**config.mk**
```make
export PLATFORM = sky130hd
export DESIGN_NAME = rr_arb_mux
export DESIGN_NICKNAME = d
export VERILOG_FILES = /design/src/rtl/rr_arb_mux.sv
export SDC_FILE = /design/constraint.sdc
export NUM_CORES = 1
export LEC_CHECK = 0
export CAP_MARGIN = 10
export CORE_MARGIN = 8
export CORE_UTILIZATION = 25
export CTS_BUF_LIST = sky130_fd_sc_hd__clkbuf_8
export CTS_CLUSTER_DIAMETER = 100
export DETAILED_ROUTE_END_ITERATION = 10
export GPL_TIMING_DRIVEN = 0
export SYNTH_ARGS = -nofsm -noshare
export SYNTH_HDL_FRONTEND = slang
export SYNTH_SLANG_ARGS = --single-unit
export TNS_END_PERCENT = 1
```
**constraint.sdc**
```tcl
create_clock -name clk -period 2.5 [get_ports clk]
set_clock_uncertainty 0.2 [all_clocks]
set_input_delay 0.5 -clock clk [delete_from_list [all_inputs] [get_ports clk]]
set_output_delay 0.5 -clock clk [all_outputs]
set_load 0.03 [all_outputs]
```
**src/rtl/rr_arb_mux.sv**
```systemverilog
// N-to-1 valid/ready multiplexer whose select comes from an internal round-robin
// or fixed-priority arbiter, followed by a single registered output stage.
module rr_arb_mux #(
  parameter int n        = 32,
  parameter int channels = 4,
  parameter int idxw     = (channels > 1) ? $clog2(channels) : 1
) (
  input  logic                    clk,
  input  logic                    nReset,
  input  logic                    modeFixed,
  input  logic [channels-1:0]     inValid,
  input  logic [channels*n-1:0]   inData,
  output logic [channels-1:0]     inReady,
  output logic                    outValid,
  output logic [n-1:0]            outData,
  input  logic                    outReady,
  output logic [idxw-1:0]         grantIdx
);

  logic                load;
  logic                any_valid;
  logic [idxw-1:0]     grant_idx;
  logic [n-1:0]        grant_data;
  logic [channels-1:0] grant_oh;

  logic                out_valid_q, out_valid_d;
  logic [n-1:0]        out_data_q, out_data_d;
  logic [idxw-1:0]     grant_idx_q, grant_idx_d;
  logic [idxw-1:0]     ptr_q, ptr_d;

  // Two passes: first channels at or above the start point, then wrap from 0.
  always_comb begin : arbitrate
    int start;
    start      = 0;
    any_valid  = 1'b0;
    grant_idx  = '0;
    grant_data = '0;
    grant_oh   = '0;
    if (!modeFixed) start = int'(ptr_q);
    for (int c = 0; c < channels; c++) begin
      if (!any_valid && c >= start && inValid[c]) begin
        any_valid  = 1'b1;
        grant_idx  = idxw'(c);
        grant_data = inData[c*n +: n];
        grant_oh   = channels'(1) << c;
      end
    end
    for (int c = 0; c < channels; c++) begin
      if (!any_valid && inValid[c]) begin
        any_valid  = 1'b1;
        grant_idx  = idxw'(c);
        grant_data = inData[c*n +: n];
        grant_oh   = channels'(1) << c;
      end
    end
  end

  // Gated by nReset so no producer sees an accept while the block is held in reset.
  assign load    = nReset && (!out_valid_q || outReady) && any_valid;
  assign inReady = load ? grant_oh : '0;

  always_comb begin
    out_valid_d = out_valid_q;
    out_data_d  = out_data_q;
    grant_idx_d = grant_idx_q;
    ptr_d       = ptr_q;
    if (load) begin
      out_valid_d = 1'b1;
      out_data_d  = grant_data;
      grant_idx_d = grant_idx;
      if (!modeFixed) begin
        ptr_d = (grant_idx == idxw'(channels - 1)) ? '0 : grant_idx + idxw'(1);
      end
    end else if (out_valid_q && outReady) begin
      out_valid_d = 1'b0;
    end
  end

  always_ff @(posedge clk or negedge nReset) begin
    if (!nReset) begin
      out_valid_q <= 1'b0;
      out_data_q  <= '0;
      grant_idx_q <= '0;
      ptr_q       <= '0;
    end else begin
      out_valid_q <= out_valid_d;
      out_data_q  <= out_data_d;
      grant_idx_q <= grant_idx_d;
      ptr_q       <= ptr_d;
    end
  end

  assign outValid = out_valid_q;
  assign outData  = out_data_q;
  assign grantIdx = grant_idx_q;

endmodule

```
Word level (Yosys, flattened, before mapping)
Cells that the tools add are included.

$add $sub $neg: 1. Eq/ne operators: 1. Order comparisons: 4. Bitwise operators: 1. Reductions and logical operators: 25. Multiplexer cells: 36.

Operators with widths (number): $mux 32 (8); $ge 1x32->1 const A (1); $mux 4 (8); $mux 2 (8); $logic_and 1x1->1 (14); $mux 1 (12); $logic_not 1->1 (8); $ge 2x2->1 const A (2); $add 2x1->2 const B (1); $eq 2x2->1 const B (1); $ge 1x2->1 const A (1); $reduce_and 2->1 (1); $reduce_bool 2->1 (1); $logic_or 1x1->1 (1); $not 1->1 (1).

Input bits: 136. Register bits after elaboration: 37.

Logic depth before layout (Yosys ltp)
Gate-level depths: netlist of the first run.

Depth in word-level cells: 30. Depth in mapped cells: 8. Gate-level depth less buffers: 5.

Worst setup path before layout of the first run
No wires, ideal clock.

Path kind: input-to-output. Start point: input modeFixed. End point: output inReady[2]. Path buffers: 1. Path slack: -0.289 ns. Arrival: 2.089 ns. Stages on the path: 5. Cells stage by stage: buf_2 > nand2b_1 > a211o_1 > a21o_1 > o21ai_0.

Longest elaborated chain between the ends: 30. Elaborated cells on any way between the ends: 39. Classes of those cells: order compare (4); mux (16); reduce/logical (19).

Ends and longest elaborated chain: from (decl) (RTL line 10) `input logic modeFixed,`; $mux 2 * (RTL line 39) `if (!modeFixed) start = int'(ptr_q);`; $ge 1x32->1 (RTL line 41) `if (!any_valid && c >= start && inValid[c]) begin`; $logic_and 1x1->1 (RTL line 41); $mux 1 (RTL line 41); $logic_not 1->1 (RTL line 41); $logic_and 1x1->1 (2 in series) (RTL line 41); $mux 1 (RTL line 41); $logic_not 1->1 (RTL line 41); [... 13 more ...]; $logic_not 1->1 (RTL line 49) `if (!any_valid && inValid[c]) begin`; $logic_and 1x1->1 (RTL line 49); $mux 1 (RTL line 49); $logic_not 1->1 (RTL line 49); $logic_and 1x1->1 (RTL line 49); $mux 1 (RTL line 49); $logic_and 1x1->1 (RTL line 59) `assign load = nReset && (!out_valid_q || outReady) && any_valid;`; $mux 4 * (RTL line 60) `assign inReady = load ? grant_oh : '0;`; to (decl) (RTL line 13) `output logic [channels-1:0] inReady,`.

Every way passes the cells marked *; elsewhere a longest branch is shown, timed or not.

Worst setup path after layout of the first run
Start point: register ptr_q[0]. End point: output inReady[1].

Longest elaborated chain between the ends: 30. Elaborated cells on any way between the ends: 40. Classes of those cells: order compare (4); mux (17); reduce/logical (19).

Ends and longest elaborated chain: from (decl) (RTL line 29) `logic [idxw-1:0] ptr_q, ptr_d;`; from (signal assigned) (RTL line 89) `ptr_q <= ptr_d;`; $mux 2 * (RTL line 39); $ge 1x32->1 (RTL line 41); $logic_and 1x1->1 (RTL line 41); $mux 1 (RTL line 41); $logic_not 1->1 (RTL line 41); $logic_and 1x1->1 (2 in series) (RTL line 41); $mux 1 (RTL line 41); $logic_not 1->1 (RTL line 41); [... 13 more ...]; $logic_not 1->1 (RTL line 49); $logic_and 1x1->1 (RTL line 49); $mux 1 (RTL line 49); $logic_not 1->1 (RTL line 49); $logic_and 1x1->1 (RTL line 49); $mux 1 (RTL line 49); $logic_and 1x1->1 (RTL line 59); $mux 4 * (RTL line 60).

Marks and branches as above.

==> metrics.txt, run 1 <==
GR Util met2 33.66%; share of cells above drive strength 1 about an eighth; global-route wire length before repair 33,640 µm; largest net degree at the start of global routing 21; WHS 0.05943 ns; Final min period 2.773 ns; CP startpoint kind register; largest area contributor in the netlist dfrtp_1; row count 46; NumNets Final around 880; GRT Total Usage 21.05%; worst slew pin tran 0.9604 ns; clock latency at the later pin of the worst-skew pair 0.30 ns; TritonCTS clock tree yes; run status finished, violations left; Vias 5,812; DRC errors left 0; post-synthesis net count between 600 and 700; WL/cell 23.31 µm; Final Hold Fails 0; core area 15,890 µm²; CTS root buffer clkbuf_8; Starting Density 25.63%; syn_area_per_cell 7.484 µm²; Slew Limit Fails 0; CTS clk-pin slew, worst paths 0.09 ns; Routed WL 22,450 µm; H-tree levels 2; Yosys cell types 44; Critical Path RT 1.80 ns; fin worst setup slack -0.2729 ns; crit path kind reg -> out; DP HPWL 15,710 µm; commonest cells after routing, fill and taps aside clkdlybuf4s50_1, nand2_1, a21oi_1; ANT nets after route 0; Tightest Hold Check Type in -> async; number of I/O port buffers 173; worst ir drop on vdd 204.0 µV; Tot Pwr roughly 3.6 mW; GR met1 Demand/Resource between 20% and 30%; global route hottest layer met2; EDFF count, synth 0; failing checks setup timing; Mapped Cells 544; ys flop type dfrtp_1; endpoint class of the critical path output port; Die Ht 143.6 µm; Worst EP arrival about 2.1 ns; Max-cap violations 0; Setup Viol. Count Final 12; share of the synthesized area in the top cell type 22.74%; die width 143.6 µm; Num CTS Buffers 5; upper clock frequency limit 360.6 MHz; most common cell after layout, fill and taps aside clkdlybuf4s50_1; GR Util met3 5.242%; Slew HR roughly 36%; Congestion Overflow GR 0; DR pass1 iterations 6; Synth Cell Area between 4000 and 5000 µm²; power per standard cell area approximately 550 nW/µm²; RSZ-0062 raised after global routing true; clk sink count 37; vias in the first global route just under 6,000; number of I/O pins 175; Synthesis Warnings 0; Via density 6.035; Starting DRT DRC Count 624; antenna violations before repair 3; P_leak 2.231 nW; Yosys reg bits 37; CP Max Fanout 5; sequential-to-total area share from yosys stat 22.74%; Tcrit/Tclk final 110.9%; clk buf depth 2; RePlAce Congestion 0.8665; share of flip-flops with an asynchronous set or reset between 90% and 100%; fillcell total ~1,700; Die ar. just over 20,000 µm²; Synth area leaders dfrtp_1, a21oi_1, a32o_1; Area growth, synth to finish 60.23%
==> synthesized netlist by cell type (all sizes together) (2+ instances only) <==
library cell,instances
a211o,3
nand3b,30
inv,5
nand2b,4
o22a,30
a211oi,3
nor2b,3
a31oi,30
buf,14
nor2,38
a21oi,66
a32o,32
nor3,4
o31ai,30
o32a,2
clkbuf,55
nand3,2
o211ai,32
dfrtp,37
or2,2
a22oi,2
nand2,68
o311ai,32
o21ai,6
==> critical path, cell delays in order, from the launching register on <==
cell	delay, ns
dfrtp_2	0.42
buf_6	0.12
nor2b_4	0.05
or3_4	0.41
a2111oi_4	0.45
nor2_2	0.08
nor2_4	0.10
buf_6	0.14
==> kinds of logic after synthesis <==
family,count (synthesis),share of synthesized area [%]
and+or+nand+nor,156,18.41
buffers and inverters,74,7.836
muxes,1,0.2766
AOI/OAI and AO/OA,276,50.74
DFF,37,22.74
==> state kept, by name, indices dropped and copies added, names as in the netlist <==
name / flops
ptr_q: 2
outData: 32
grantIdx: 2
outValid: 1
==> area by class of cell <==
class                      instances  area (µm²)  area share (%)
antenna                            3       7.507          0.1151
buffer                            67       361.6           5.543
clock buffer                       5       68.82           1.055
clock inverter                     3       11.26          0.1726
inverter                           5       18.77          0.2877
multi-input combinational        433        2948           45.19
sequential                        37       928.4           14.23
tap                              216       270.3           4.143
timing repair buffer             194        1909           29.27
==> per-stage QoR <==
| step | setup WS [ns] | setup TNS (ns) | util, % | cell area (µm²) | cells |
|---|---|---|---|---|---|
| finish | -0.2729 | -1.055 | 41.07 | 6524 | 963 |
| global route | -0.3721 | -2.991 | 41.07 | 6524 | 963 |
| CTS | -0.2429 | -0.8673 | 40.91 | 6499 | 958 |
| detailed placement | -1.460 | -29.73 | 38.42 | 6103 | 934 |
| global placement | -2.812 | -106.77 | 38.33 | 6088 | 933 |
| floorplan | -0.05866 | -0.1495 | - | 4086 | 544 |
==> per-layer routing <==
metal | vias up | routed length (µm)
li1 | 2573 | -
met1 | 2765 | 9046
met2 | 412 | 10430
met3 | 62 | 2313
met4 | 0 | 658
met5 | - | 0
==> worst paths after layout <==
check | start | slack, ns | endpoint | cells after the start
worst min register to register | grantIdx[0] | 0.29 | grantIdx[0] | 2
worst max-delay path | ptr_q[0] | -0.27 | inReady[1] | 7
min in group clk | grantIdx[0] | 0.29 | grantIdx[0] | 2
max in group asynchronous | nReset | 0.78 | outData[26] | 2
worst max register to register | ptr_q[0] | -0.04 | outData[13] | 9
worst min-delay path | nReset | 0.06 | outData[9] | 3
==> power breakdown <==
part	leakage (nW)	total, mW	switching (mW)	internal [mW]
clock	0.0519	0.462	0.274	0.188
combinational	1.76	2.25	1.24	1.01
sequential	0.422	0.895	0.128	0.767
total	2.23	3.61	1.65	1.96
==> repair_timing <==
item	4_1_cts	5_1_grt
hold buffers	2	0
pin swaps	12	2
setup endpoints to repair	39	29
hold endpoints to repair	17	0
gates resized for setup	88	13
setup buffers	16	2
No activity file was read; power rests on OpenSTA's default activity.
==> run 2: changes to the inputs <==
==> constraint.sdc (replaced) <==
create_clock -name clk -period 2.5 [get_ports clk]
set_clock_uncertainty 0.2 [all_clocks]
set_input_delay 0.5 -clock clk [delete_from_list [all_inputs] [get_ports clk]]
set_output_delay 0.5 -clock clk [all_outputs]
set_load 0.005 [all_outputs]
==> run 2 against run 1 <==
Net effect:
- the run still ends with setup timing left
- flip-flop and latch count stayed put
- routed wire length shrank 0.30%
- cell count down 0.42%
- utilization shrank 0.28 points
- global-route usage fell by 0.097 points
- first-iteration DRC count increased by 1.8%
- sequential share of layout area rose by 0.096 points
- critical path depth up 1
- worst setup slack lost 0.039 ns
==> metrics.txt, run 2 (synthesis gave the netlist of run 1 again) <==
core area ~16,000 µm²; most common cell after layout, fill and taps aside clkdlybuf4s50_1; terminus of the critical flop-to-flop path outData[14]; CP startpoint kind register; endpoint class of the critical path output port; NetSw ~1.3 mW; hold path depth 2; Worst EP arrival 2.11 ns; Switching Fraction 39.90%; flop2flop setup slack 0.04 ns; Routed WL 22,380 µm; crit-path max cell delay roughly 0.43 ns; CTS root buffer clkbuf_8; P_leak 2.208 nW; clock latency at the later pin of the worst-skew pair 0.30 ns; upper clock frequency limit 355.6 MHz; number of I/O port buffers 173; clk sink count 37; RePlAce Congestion approximately 0.86; DP HPWL 15,760 µm; H-tree levels 2; Final Hold Fails 0; Tcrit/Tclk final 112.5%; Starting DRT DRC Count 635; largest net degree at the start of global routing 20; ANT nets after route 0; sequential power share ~27%; vias in the first global route 6,023; WHS 0.3023 ns; number of I/O pins 175; RSZ-0062 raised after global routing true; Die ar. 20,630 µm²; CP endpoint inReady[1]; GRT Total Usage 20.96%; Die Ht 143.6 µm; Vias roughly 5,700; Area growth, synth to finish 59.16%; CTS clk-pin slew, worst paths 0.08 ns; failing checks setup timing; clk buf depth 2; slowest stage cell, crit path a2111oi_4; Worst path depth 8; Num CTS Buffers 5; run status finished, violations left; worst slew pin tran 1.103 ns; DR pass1 iterations 5; Setup Viol. Count Final 12; Reg2Reg Depth 6; CP Max Fanout 4; TritonCTS clock tree yes; NumNets Final 878; power per standard cell area 505.9 nW/µm²; die width 143.6 µm; Tightest Hold Check Type reg -> reg; WL/cell 23.34 µm; Crit path max-delay family simple AND/OR/NAND/NOR gates; Slew Limit Fails 0; commonest cells after routing, fill and taps aside clkdlybuf4s50_1, nand2_1, a21oi_1; Slew HR 26.23%; Critical Path RT 1.80 ns; Via density 5.994; Comb pwr share 58.2%; row count between 40 and 50; Congestion Overflow GR 0; Final min period ~2.8 ns; Max-cap violations 0; max FFs per register 32; DRC errors left 0; Clock Power Share between 10% and 20%; Critical Path, Cell by Cell buf_6 > nor2b_4 > or3_4 > buf_6 > a2111oi_4 > nor2_1 > nor2_1 > buf_2; crit path kind reg -> out; Tot Pwr 3.278 mW; CP startpoint ptr_q[0]; global-route wire length before repair ~34,000 µm; fin worst setup slack -0.3121 ns; antenna violations before repair 1; Worst Path Buf+Inv 3; share of cells above drive strength 1 between 10% and 20%; worst ir drop on vdd 171.2 µV; Int Pwr 1.970 mW; Worst R2R Start ptr_q[1]; Starting Density 25.63%; fillcell total ~1,600
[run 2: worst min path at each step]
stage | endpoint | start | slack, ns
finish | grantIdx[0] | grantIdx[0] | 0.30
global route | grantIdx[1] | grantIdx[1] | 0.34
CTS | grantIdx[0] | grantIdx[0] | 0.32
detailed placement | outData[5] | nReset | 0.30
global placement | grantIdx[0] | grantIdx[0] | 0.27
floorplan | grantIdx[0] | nReset | 0.004
[run 2: layout make-up]
type,count,area (µm²),area share (%)
Antenna cell,1,2.502,0.03862
Buffer,68,371.6,5.735
Clock buffer,6,82.58,1.274
Clock inverter,1,3.754,0.05793
Inverter,5,18.77,0.2896
Multi-Input combinational cell,433,2925,45.14
Sequential cell,37,928.4,14.33
Tap cell,216,270.3,4.171
Timing Repair Buffer,192,1877,28.96
[run 2: metrics by stage]
step / area (µm²) / util (%) / setup WS [ns] / TNS [ns] / std cells
global route: 6480 / 40.79 / -0.3871 / -2.003 / 959
CTS: 6446 / 40.58 / -0.2803 / -1.055 / 956
global placement: 6075 / 38.24 / -2.636 / -102.88 / 933
detailed placement: 6090 / 38.33 / -1.311 / -28.38 / 934
finish: 6480 / 40.79 / -0.3121 / -1.253 / 959
floorplan: 4073 / - / -0.005676 / -0.005676 / 544
[run 2: worst min-delay path: stages (launching register included)]
cell	delay, ns
dfrtp_1	0.36
nand2_1	0.05
o21ai_0	0.06
[run 2: power by group through the flow]
stage	clock network (mW)	registers, mW	logic (mW)
final	0.486	0.884	1.91
after global routing	0.515	0.903	2.04
after CTS	0.501	0.887	1.86
after detailed placement	0	0.899	1.74
after global placement	0	0.899	1.71
after floorplan	0	0.885	0.842
[run 2: layer usage]
metal / wire length [µm] / part of all wire, % / track usage, % / vias to the layer above
met5: 0 / 0 / 0 / -
met4: 613 / 2.7 / 8.688 / 0
met3: 2470 / 11 / 5.839 / 52
met2: 10610 / 47 / 34.60 / 435
met1: 8682 / 39 / 25.11 / 2694
li1: - / - / - / 2567
[run 2: timing repair]
item / 4_1_cts / 5_1_grt
hold buffers: 2 / 0
gates resized for setup: 70 / 14
hold endpoints to repair: 18 / 0
endpoints found under the setup margin: 39 / 34
pin swaps: 11 / 3
setup buffers: 14 / 2
==> run 3: changes to the inputs <==
--- a/config.mk
+++ b/config.mk
@@ -6,7 +6,6 @@
 export NUM_CORES = 1
 export LEC_CHECK = 0
 export CAP_MARGIN = 10
-export CORE_MARGIN = 8
 export CORE_UTILIZATION = 25
 export CTS_BUF_LIST = sky130_fd_sc_hd__clkbuf_8
 export CTS_CLUSTER_DIAMETER = 100
==> run 3 against run 2 <==
Net effect:
- largest power group unchanged
- the run ends with hold timing, setup timing left
- utilization grew 0.15 points
- total power shrank 0.19%
- hold slack lost 0.31 ns
- routed wire length shrank 5.5%
- critical path type unchanged
- via count shrank 0.14%
- first-iteration DRC count grew 8.5%
- sequential share of layout area shrank 0.072 points
- flip-flop and latch count is the same
- register-to-register slack lost 0.04 ns
==> metrics.txt, run 3 (synthesis gave the netlist of run 1 again) <==
Comb pwr share 58.3%; GRT Total Usage 24.59%; flop2flop setup slack 0 ns; Num CTS Buffers 5; fin util 40.94%; Tightest Hold Check Type in -> async; Starting Density 25.63%; upper clock frequency limit 363.8 MHz; Final min period 2.749 ns; clock latency at the later pin of the worst-skew pair 0.31 ns; Reg2Reg Depth 9; Congestion Overflow GR 0; crit-path max cell delay roughly 0.42 ns; GR met1 Demand/Resource 31.36%; NetSw 1.315 mW; P_leak 2.233 nW; GR Util met3 3.840%; CP startpoint kind register; Final Hold Fails 6; CTS root buffer clkbuf_8; Critical Path, Cell by Cell buf_4 > buf_4 > nor2b_2 > nand3_2 > clkbuf_4 > o311ai_2 > o21ai_1 > buf_2; Area growth, synth to finish 59.74%; Starting DRT DRC Count 689; fin cells 962; row count between 40 and 50; commonest cells after routing, fill and taps aside clkdlybuf4s50_1, nand2_1, a21oi_1; run status finished, violations left; fin worst setup slack -0.2487 ns; GR Util met2 39.73%; Via density 5.967; sequential power share 27.4%; DRC errors left 0; Switching Fraction between 40% and 50%; ANT nets after route 0; Setup Viol. Count Final 4; Critical Path RT 1.80 ns; global route hottest layer met2; Max-cap violations 0; most common cell after layout, fill and taps aside clkdlybuf4s50_1; NumNets Final 879; Vias about 5,700; share of cells above drive strength 1 12.50%; Die Ht 129.6 µm; Die ar. 16,800 µm²; CTS clk-pin slew, worst paths around 0.1 ns; Place WS -1.379 ns; die width 129.6 µm; RSZ-0062 raised after global routing true; Tcrit/Tclk final 109.9%; Clock Power Share 14.3%; DR pass1 iterations 7; endpoint class of the critical path output port; number of I/O pins around 180; worst slew pin tran between 0.6 and 0.7 ns; clk sink count 37; Routed WL 21,150 µm; worst ir drop on vdd 176.5 µV; Worst R2R Start ptr_q[1]; failing checks hold timing, setup timing; WHS -0.006539 ns; Int Pwr 1.957 mW; number of I/O port buffers around 170; RePlAce Congestion around 0.9; placed insts slightly above 900; CP Max Fanout 10; Slew HR a little under three fifths; H-tree levels 2; max FFs per register 32; cell repeated most along the worst path buf_4; antenna violations before repair 2; power per standard cell area 503.1 nW/µm²; largest net degree at the start of global routing 23; vias in the first global route about 5,800; core area 15,890 µm²; global-route wire length before repair 31,650 µm; crit path kind reg -> out; clk buf depth 2; TritonCTS clock tree yes; Worst EP arrival 2.05 ns; Slew Limit Fails 0; terminus of the critical flop-to-flop path outData[13]; WL/cell 21.98 µm; slowest stage cell, crit path dfrtp_1; DP HPWL 14,540 µm
==> run 3: changes by cell type in the layout (fill, tap and decap cells not counted), moves of 2 or more <==
cell | previous run | this run
buf_2 | 12 | 10
buf_4 | 14 | 19
clkbuf_1 | 39 | 33
clkbuf_2 | 9 | 13
clkbuf_4 | 2 | 5
clkdlybuf4s15_1 | 0 | 2
clkinv_2 | 0 | 2
dlygate4sd2_1 | 5 | 2
dlygate4sd3_1 | 2 | 0
==> run 3: metrics by stage <==
stage          setup TNS (ns)  power (mW)  instance area (µm²)
2_1_floorplan       -0.005676       1.727                 4073
3_3_place_gp          -104.94       2.596                 6075
3_5_place_dp           -27.95       2.620                 6090
4_1_cts               -0.7248       3.239                 6491
5_1_grt                -3.005       3.442                 6504
6_report              -0.8998       3.272                 6504
==> run 3: worst max path at each step <==
stage               startpoint         end  slack [ns]  cells after the start
finish                ptr_q[1]  inReady[2]       -0.25                      8
CTS                   ptr_q[0]  inReady[1]       -0.21                      7
global route          ptr_q[0]  inReady[1]       -0.30                      7
detailed placement  inValid[2]  inReady[2]       -1.38                      7
floorplan            modeFixed  inReady[0]      -0.006                      6
global placement        nReset  inReady[2]       -2.68                      5
==> run 3: power groups by stage <==
stage	sequential [mW]	combinational, mW	clock, mW
after floorplan	0.885	0.842	0
after global placement	0.906	1.69	0
after CTS	0.893	1.87	0.476
after detailed placement	0.905	1.72	0
after global routing	0.914	2.03	0.497
final	0.896	1.91	0.468
==> run 3: cell type report <==
cell class,instances,area (µm²)
buffer,67,381.6
sequential,37,927.1
multi-input combinational,433,2930
clock buffer,5,68.82
inverter,5,18.77
fill,1636,9382
antenna,2,5.005
tap,216,270.3
timing repair buffer,194,1888
clock inverter,3,13.76
==> run 3: layer usage <==
| layer | up-vias | part of all wire, % |
|---|---|---|
| met4 | 0 | 3.4 |
| met2 | 363 | 47 |
| met1 | 2756 | 42 |
| met3 | 54 | 8.1 |
| li1 | 2567 | - |
| met5 | - | 0 |
==> run 3: critical path: cells and delay by family (launching register included) <==
kind	cells	cell delay, ns
AO/OA/AOI/OAI	2	0.31
buffers and inverters	4	0.68
flip-flops	1	0.42
AND/OR/NAND/NOR	2	0.32
==> run 3: what timing repair did <==
action                                  CTS  global route
hold buffers                              0             0
resized for setup                        84            14
endpoints found under the setup margin   39            32
setup buffers                            20             0
pin swaps                                13             1
